--- src/rtl/uart_rx_engine.sv ---
// UART receive engine: 2-flop synchronizer, baud tick divider, oversampled
// frame FSM (start/data/parity/stop) and a single-entry holding register.
module uart_rx_engine #(
  parameter int BITWIDTH   = 8,
  parameter int OVERSAMPLE = 16
) (
  input  logic                PCLK,
  input  logic                PRESETN,
  input  logic                rx,
  input  logic [7:0]          baud_val,
  input  logic                parity_en,
  input  logic                parity_odd,
  input  logic                rd_en,
  output logic [BITWIDTH-1:0] rx_data,
  output logic                rx_rdy,
  output logic                parity_err,
  output logic                framing_err,
  output logic                overflow
);

  localparam int SCW = $clog2(OVERSAMPLE + 1);
  localparam int BCW = $clog2(BITWIDTH + 1);
  localparam logic [SCW-1:0] SAMP_LAST = SCW'(OVERSAMPLE - 1);
  localparam logic [SCW-1:0] SAMP_MID  = SCW'(OVERSAMPLE / 2 - 1);
  localparam logic [BCW-1:0] BIT_LAST  = BCW'(BITWIDTH - 1);

  typedef enum logic [2:0] {
    IDLE,
    START,
    DATA,
    PARITY,
    STOP
  } state_e;

  logic                rx_meta_q, rx_meta_d;
  logic                rx_sync_q, rx_sync_d;
  logic                rx_prev_q, rx_prev_d;
  logic [7:0]          baud_cnt_q, baud_cnt_d;
  logic [7:0]          baud_lat_q, baud_lat_d;
  logic                tick;
  state_e              state_q, state_d;
  logic [SCW-1:0]      samp_cnt_q, samp_cnt_d;
  logic [BCW-1:0]      bit_cnt_q, bit_cnt_d;
  logic [BITWIDTH-1:0] shift_q, shift_d;
  logic                par_bad_q, par_bad_d;
  logic                done;
  logic                frame_ferr;
  logic                samp_hit;
  logic [BITWIDTH-1:0] rx_data_q, rx_data_d;
  logic                rx_rdy_q, rx_rdy_d;
  logic                parity_err_q, parity_err_d;
  logic                framing_err_q, framing_err_d;
  logic                overflow_q, overflow_d;

  always_comb begin
    rx_meta_d = rx;
    rx_sync_d = rx_meta_q;
    rx_prev_d = rx_sync_q;
  end

  // The divisor is latched on every wrap so a mid-count change cannot
  // strand the counter above the new terminal value.
  always_comb begin
    tick       = (baud_cnt_q == baud_lat_q);
    baud_cnt_d = baud_cnt_q + 8'd1;
    baud_lat_d = baud_lat_q;
    if (tick) begin
      baud_cnt_d = '0;
      baud_lat_d = baud_val;
    end
  end

  always_comb begin
    state_d    = state_q;
    samp_cnt_d = samp_cnt_q;
    bit_cnt_d  = bit_cnt_q;
    shift_d    = shift_q;
    par_bad_d  = par_bad_q;
    done       = 1'b0;
    frame_ferr = 1'b0;
    samp_hit   = tick && (samp_cnt_q == SAMP_LAST);

    case (state_q)
      IDLE: begin
        if (rx_prev_q && !rx_sync_q) begin
          samp_cnt_d = '0;
          state_d    = START;
        end
      end
      START: begin
        if (tick) begin
          if (samp_cnt_q == SAMP_MID) begin
            samp_cnt_d = '0;
            if (!rx_sync_q) begin
              bit_cnt_d = '0;
              par_bad_d = 1'b0;
              state_d   = DATA;
            end else begin
              state_d = IDLE;
            end
          end else begin
            samp_cnt_d = samp_cnt_q + 1'b1;
          end
        end
      end
      DATA: begin
        if (samp_hit) begin
          samp_cnt_d = '0;
          shift_d    = {rx_sync_q, shift_q[BITWIDTH-1:1]};
          bit_cnt_d  = bit_cnt_q + 1'b1;
          if (bit_cnt_q == BIT_LAST) begin
            state_d = parity_en ? PARITY : STOP;
          end
        end else if (tick) begin
          samp_cnt_d = samp_cnt_q + 1'b1;
        end
      end
      PARITY: begin
        if (samp_hit) begin
          samp_cnt_d = '0;
          par_bad_d  = ((^shift_q) ^ rx_sync_q) != parity_odd;
          state_d    = STOP;
        end else if (tick) begin
          samp_cnt_d = samp_cnt_q + 1'b1;
        end
      end
      STOP: begin
        if (samp_hit) begin
          samp_cnt_d = '0;
          done       = 1'b1;
          frame_ferr = !rx_sync_q;
          state_d    = IDLE;
        end else if (tick) begin
          samp_cnt_d = samp_cnt_q + 1'b1;
        end
      end
      default: state_d = IDLE;
    endcase
  end

  // A read coinciding with completion hands the slot straight to the new
  // frame, so rx_rdy stays high and no overflow is recorded.
  always_comb begin
    rx_data_d     = rx_data_q;
    rx_rdy_d      = rx_rdy_q;
    parity_err_d  = parity_err_q;
    framing_err_d = framing_err_q;
    overflow_d    = overflow_q;
    if (done) begin
      if (!rx_rdy_q || rd_en) begin
        rx_data_d     = shift_q;
        parity_err_d  = par_bad_q;
        framing_err_d = frame_ferr;
        rx_rdy_d      = 1'b1;
      end else begin
        overflow_d = 1'b1;
      end
    end else if (rd_en && rx_rdy_q) begin
      rx_rdy_d      = 1'b0;
      parity_err_d  = 1'b0;
      framing_err_d = 1'b0;
      overflow_d    = 1'b0;
    end
  end

  always_ff @(posedge PCLK or negedge PRESETN) begin
    if (!PRESETN) begin
      rx_meta_q     <= 1'b1;
      rx_sync_q     <= 1'b1;
      rx_prev_q     <= 1'b1;
      baud_cnt_q    <= '0;
      baud_lat_q    <= '0;
      state_q       <= IDLE;
      samp_cnt_q    <= '0;
      bit_cnt_q     <= '0;
      shift_q       <= '0;
      par_bad_q     <= 1'b0;
      rx_data_q     <= '0;
      rx_rdy_q      <= 1'b0;
      parity_err_q  <= 1'b0;
      framing_err_q <= 1'b0;
      overflow_q    <= 1'b0;
    end else begin
      rx_meta_q     <= rx_meta_d;
      rx_sync_q     <= rx_sync_d;
      rx_prev_q     <= rx_prev_d;
      baud_cnt_q    <= baud_cnt_d;
      baud_lat_q    <= baud_lat_d;
      state_q       <= state_d;
      samp_cnt_q    <= samp_cnt_d;
      bit_cnt_q     <= bit_cnt_d;
      shift_q       <= shift_d;
      par_bad_q     <= par_bad_d;
      rx_data_q     <= rx_data_d;
      rx_rdy_q      <= rx_rdy_d;
      parity_err_q  <= parity_err_d;
      framing_err_q <= framing_err_d;
      overflow_q    <= overflow_d;
    end
  end

  assign rx_data     = rx_data_q;
  assign rx_rdy      = rx_rdy_q;
  assign parity_err  = parity_err_q;
  assign framing_err = framing_err_q;
  assign overflow    = overflow_q;

endmodule

--- config.mk ---
export PLATFORM = sky130hd
export DESIGN_NAME = uart_rx_engine
export DESIGN_NICKNAME = d
export VERILOG_FILES = /design/src/rtl/uart_rx_engine.sv
export SDC_FILE = /design/constraint.sdc
export NUM_CORES = 1
export LEC_CHECK = 0
export CAP_MARGIN = 30
export CORE_MARGIN = 3
export CORE_UTILIZATION = 50
export DETAILED_ROUTE_END_ITERATION = 16
export GPL_TIMING_DRIVEN = 1
export PLACE_DENSITY = 0.79
export SYNTH_ARGS = -nofsm -noshare
export SYNTH_HDL_FRONTEND = slang
export SYNTH_SLANG_ARGS = --single-unit
export TNS_END_PERCENT = 1
--- constraint.sdc ---
create_clock -name PCLK -period 2.3 [get_ports PCLK]
set_input_delay 0.345 -clock PCLK [delete_from_list [all_inputs] [get_ports PCLK]]
set_output_delay 0.345 -clock PCLK [all_outputs]
set_load 0.005 [all_outputs]
Yosys cells after proc, flatten, opt, wreduce, memory -nomap -nowiden:

Index checks and enable logic that the tools add are counted.

* register bits: 52
* ROM bits: 0
* latch bits: 0
* memories kept: 0
* input port bits: 14
* RAM bits: 0

* order comparisons: 0
* multipliers: 0
* shifts and indexed selects: 0
* reduce and logical (&&, ||, !) cells: 21
* add/sub/neg operators: 3
* multiplexer cells: 40
* divide/modulo/power cells: 0
* bitwise operators: 1
* equality and inequality tests: 20

Operators with widths (count)
* $mux 5: 5
* $mux 3: 8
* $ne 2x2->1 const B: 9
* $mux 1: 17
* $mux 4: 4
* $pmux 3 s5: 1
* $pmux 5 s3: 1
* $reduce_and 5->1: 2
* $add 8x1->8 const B: 1
* $eq 8x8->1: 1
* $mux 8: 1
* $pmux 4 s2: 1
* $reduce_and 2->1: 4
* $reduce_xor 8->1: 1
* $reduce_and 7->1: 1
* $eq 3x2->1 const B: 2
* $reduce_bool 2->1: 3
* $add 5x1->5 const B: 1
* $eq 5x3->1 const B: 1
* $eq 5x4->1 const B: 1
* $add 4x1->4 const B: 1
* $eq 4x3->1 const B: 1
* $reduce_and 4->1: 1
* $eq 3x1->1 const B: 1
* other kinds (13): 16

Depth between registers and ports, before layout:

* depth in word-level cells: 6
* depth in mapped cells: 9

Worst setup path before layout:

OpenSTA, ideal clock, no wires.

* path kind: flip-flop to flip-flop
* start point: register samp_cnt_q[0]
* end point: register state_q[0]
* cell stages (with the launch flop): 10
* path buffers: 1
* setup time: 0.125 ns
* clock period less this slack: 2.196 ns
* data arrival time: 2.071 ns
* setup slack: 0.104 ns
* cell sequence: dfrtp_1 -> ha_1 -> and3_1 -> ha_1 -> clkbuf_1 -> nand2_1 -> a32oi_1 -> o221ai_1 -> or2_1 -> mux2_4

* longest elaborated chain between the ends: 4

Ends and longest elaborated chain
* from (decl): RTL line 42 `logic [SCW-1:0] samp_cnt_q, samp_cnt_d;`
* from (signal assigned): RTL line 190 `samp_cnt_q <= samp_cnt_d;`
* $eq 5x4->1: RTL line 81 `samp_hit = tick && (samp_cnt_q == SAMP_LAST);`
* $logic_and 1x1->1: RTL line 81
* $ne 2x2->1 (no line)
* $reduce_and 7->1 (no line) *
* to (signal assigned): RTL line 189 `state_q <= state_d;`
* to (decl): RTL line 41 `state_e state_q, state_d;`

Every way passes the cells marked *; elsewhere a longest branch is shown, timed or not.
A chain may end at the register's enable or synchronous reset.

Worst setup path after layout:

Ends and elaborated chain as after synthesis.

==> impl_results.md <==
* Min cycle time layout at ~2.1 ns
* Xor/xnor share of the synthesized area at 7.80%
* Clk buf depth at 2
* Sequential-to-total area share from yosys stat at 50.6%
* Actual slew at the worst max-slew pin at 0.597 ns
* Crit path to: state_q[0]
* Root buffer selected by CTS: clkbuf_8
* CTS Buf Count at 5
* CTS tree: done
* Synth area leader: dfrtp_1
* Post-synth EDFFs at 0
* First-pass GRT wire length at 8.65 mm
* Area grow syn2layout at 18.9%
* H-tree depth at 2
* Die X at 77.9 um
* Critical path required time at 2.49 ns
* Peak VDD IR at 0.386 mV
* Vias at between 1500 and 2000
* Initial DRT Pass Iterations at 4
* Startpoint Class: flop
* Peak Freq at roughly 0.47 GHz
* Non-Filler Instances at 341
* Max-slew violation count at 0
* CP endpoint kind: flop
* Critical path class: reg -> reg
* Area contributors post-synth: dfrtp_1, mux2_2, nand2_1
* Core ar. at 4850 sq um
* WL/cell at between 10 and 15 um
* Post-CTS Hold Buffers at 0
* Worst skew pair latency at 0.31 ns
* Num Clock Sinks at 52
* Dpl hpwl at about 3.5 mm
* Mapped Area at 2580 sq um
* GRT overflow at 0
* Worst Reg2Reg Path Length in Cells at 8
* Predominant post-synthesis flop cell: dfrtp_1
* Die Area at 6060 sq um
* Simple-Gate Fraction of Synth Area at between 15 and 20%
* Via density at 5.30
* Die height at between 70 and 80 um
* Reg2Reg Setup Slack at roughly 0.19 ns
* Starting Density at 53.2%
* RSZ-0062 raised after global routing: false
* FP Rows at 25
* Dpl cells at about 330
* Cell leakage power at about 1.3 nW
* Area fraction in compound gates after synthesis at 10.5%
* Unique masters post-synth at between 50 and 60
* Fraction of layout cells with a size suffix above 1 at 18.2%
* FF-to-FF Start: samp_cnt_q[0]
* Antenna violations before repair at 0
* Fin crit share at slightly above 90%
* Hold Violations, Final at 0
* Adder-cell share of the synthesized area at 1.94%
* Worst Path Max Fanout at 8
* Synth Instances at 237
* Drt initial violations at 117
* TNS Setup at 0 ns
* PD cells at ~490 nW/um^2
* Synthesized Nets at 255
* # DRC at 0
* PortBufs at 25
* RePlAce Congestion at 0.863
* Remaining antenna violation count after routing at 0
* Reg-to-Reg End: state_q[0]
* Number of synthesized register bits at 52
* Crit path DAT at approximately 2.3 ns
* Post-synthesis mux area share at 7.95%
* Fin nets at 291
* Syn Area/Cell at 10.9 sq um
* Post-cts gate resize count at 0
* Status: completed
* Clk slew on worst S/H paths at 0.10 ns
* Diode count at 0
* Clk_skew at 0.0147 ns
* Largest net degree at the start of global routing at 28
* CP startpoint: samp_cnt_q[0]
* Global Route Usage Sum at between 10% and 20%
* Main combinational cell family by area after synthesis: simple AND/OR/NAND/NOR gates
* Detailed Route WL at 4.78 mm
* Total power at 1.52 mW
* # IOs at 26
* Max_cap viols at 0
* Synth top area share at 47.5%
* Finish-stage setup viols at 0
* Rel. slew slack at 60.2%
* Asr flop ratio synth at 100%
* Yosys warns at 0
* Post-CTS Setup Bufs at 0
* Hold Crit Class: in -> async
* Vias in the first global route at 1883
-- registers in the layout, summed over array words and instances, names as in the netlist --
signal	flops
overflow	1
baud_cnt_q	8
rx_prev_d	1
shift_q	8
samp_cnt_q	5
rx_data	8
framing_err	1
bit_cnt_q	4
baud_lat_q	8
par_bad_q	1
rx_rdy	1
rx_prev_q	1
state_q	3
parity_err	1
rx_meta_q	1
-- logic make-up after synthesis --
logic type / after synthesis
simple gates: 86
flops: 52
compound gates: 36
xor+xnor: 23
buf+inv: 18
mux: 18
fa+ha+maj: 4
-- layout make-up --
type,count,area [sq um]
inverters,11,41.3
repair buffers,36,340
clock buffers,5,68.8
clock inverters,3,21.3
fillers,379,1780
well taps,67,83.8
multi-input cells,167,1210
flip-flops and latches,52,1310
-- report_power, final --
group	switching (mW)	internal, mW
clock network	0.312	0.217
logic	0.0292	0.0329
registers	0.00409	0.921
total	0.345	1.17
-- worst min-delay path by stage --
| stage | end | startpoint | cells after the start | slack (ns) |
|---|---|---|---|---|
| floorplan | baud_cnt_q[0] | PRESETN | 0 | 0.05 |
| global placement | rx_prev_d | rx_meta_q | 0 | 0.35 |
| detailed placement | rx_prev_d | rx_meta_q | 0 | 0.35 |
| CTS | baud_lat_q[3] | PRESETN | 1 | 0.05 |
| global route | par_bad_q | PRESETN | 1 | 0.07 |
| finish | baud_lat_q[3] | PRESETN | 1 | 0.03 |
-- synth_stat cells, drive strengths merged, types with 6 or more instances --
cell type	instances
nand3	6
xor2	11
o21ai	9
nor2	16
xnor2	12
dfrtp	49
buf	6
inv	11
mux2	17
nand2	38
-- critical path, stage by stage (launching register included) --
cell and delay, ns:
dfrtp_1 0.38, ha_1 0.19, and3_1 0.20, ha_4 0.18
nand2_1 0.06, a32oi_1 0.22, o221ai_1 0.17, or2_1 0.28
mux2_4 0.30
-- cells in the final DEF (no fill, tap or decap), types with 3 or more instances in the layout --
master           instances
xor2_1                  11
a22o_1                   4
nor2_1                  15
nand2_1                 37
o21ai_0                  9
mux2_2                  16
and3_1                   3
nand2b_1                 4
clkdlybuf4s50_1         24
xnor2_1                 12
dfrtp_1                 49
clkbuf_8                 5
ha_1                     3
dfstp_2                  3
buf_4                   10
nand3_1                  6
inv_1                   11
-- metrics by stage --
step                hold WS [ns]  utilization (%)  setup WS, ns  cell area (sq um)
finish                    0.0329             63.3         0.189               3070
detailed placement         0.347             61.2         0.140               2970
global placement           0.346             61.2         0.203               2970
floorplan                 0.0494                -         0.104               2580
global route              0.0704             63.3        0.0330               3070
CTS                       0.0518             63.0         0.111               3060
-- per-layer routing --
metal,vias to the layer above,global-route usage [%],wire (um)
met1,867,22.5,2190
met4,0,6.05,65
li1,901,-,-
met3,5,3.83,186
met5,-,0,0
met2,35,30.1,2340
Note: power is estimated with default switching activity, not from simulation.
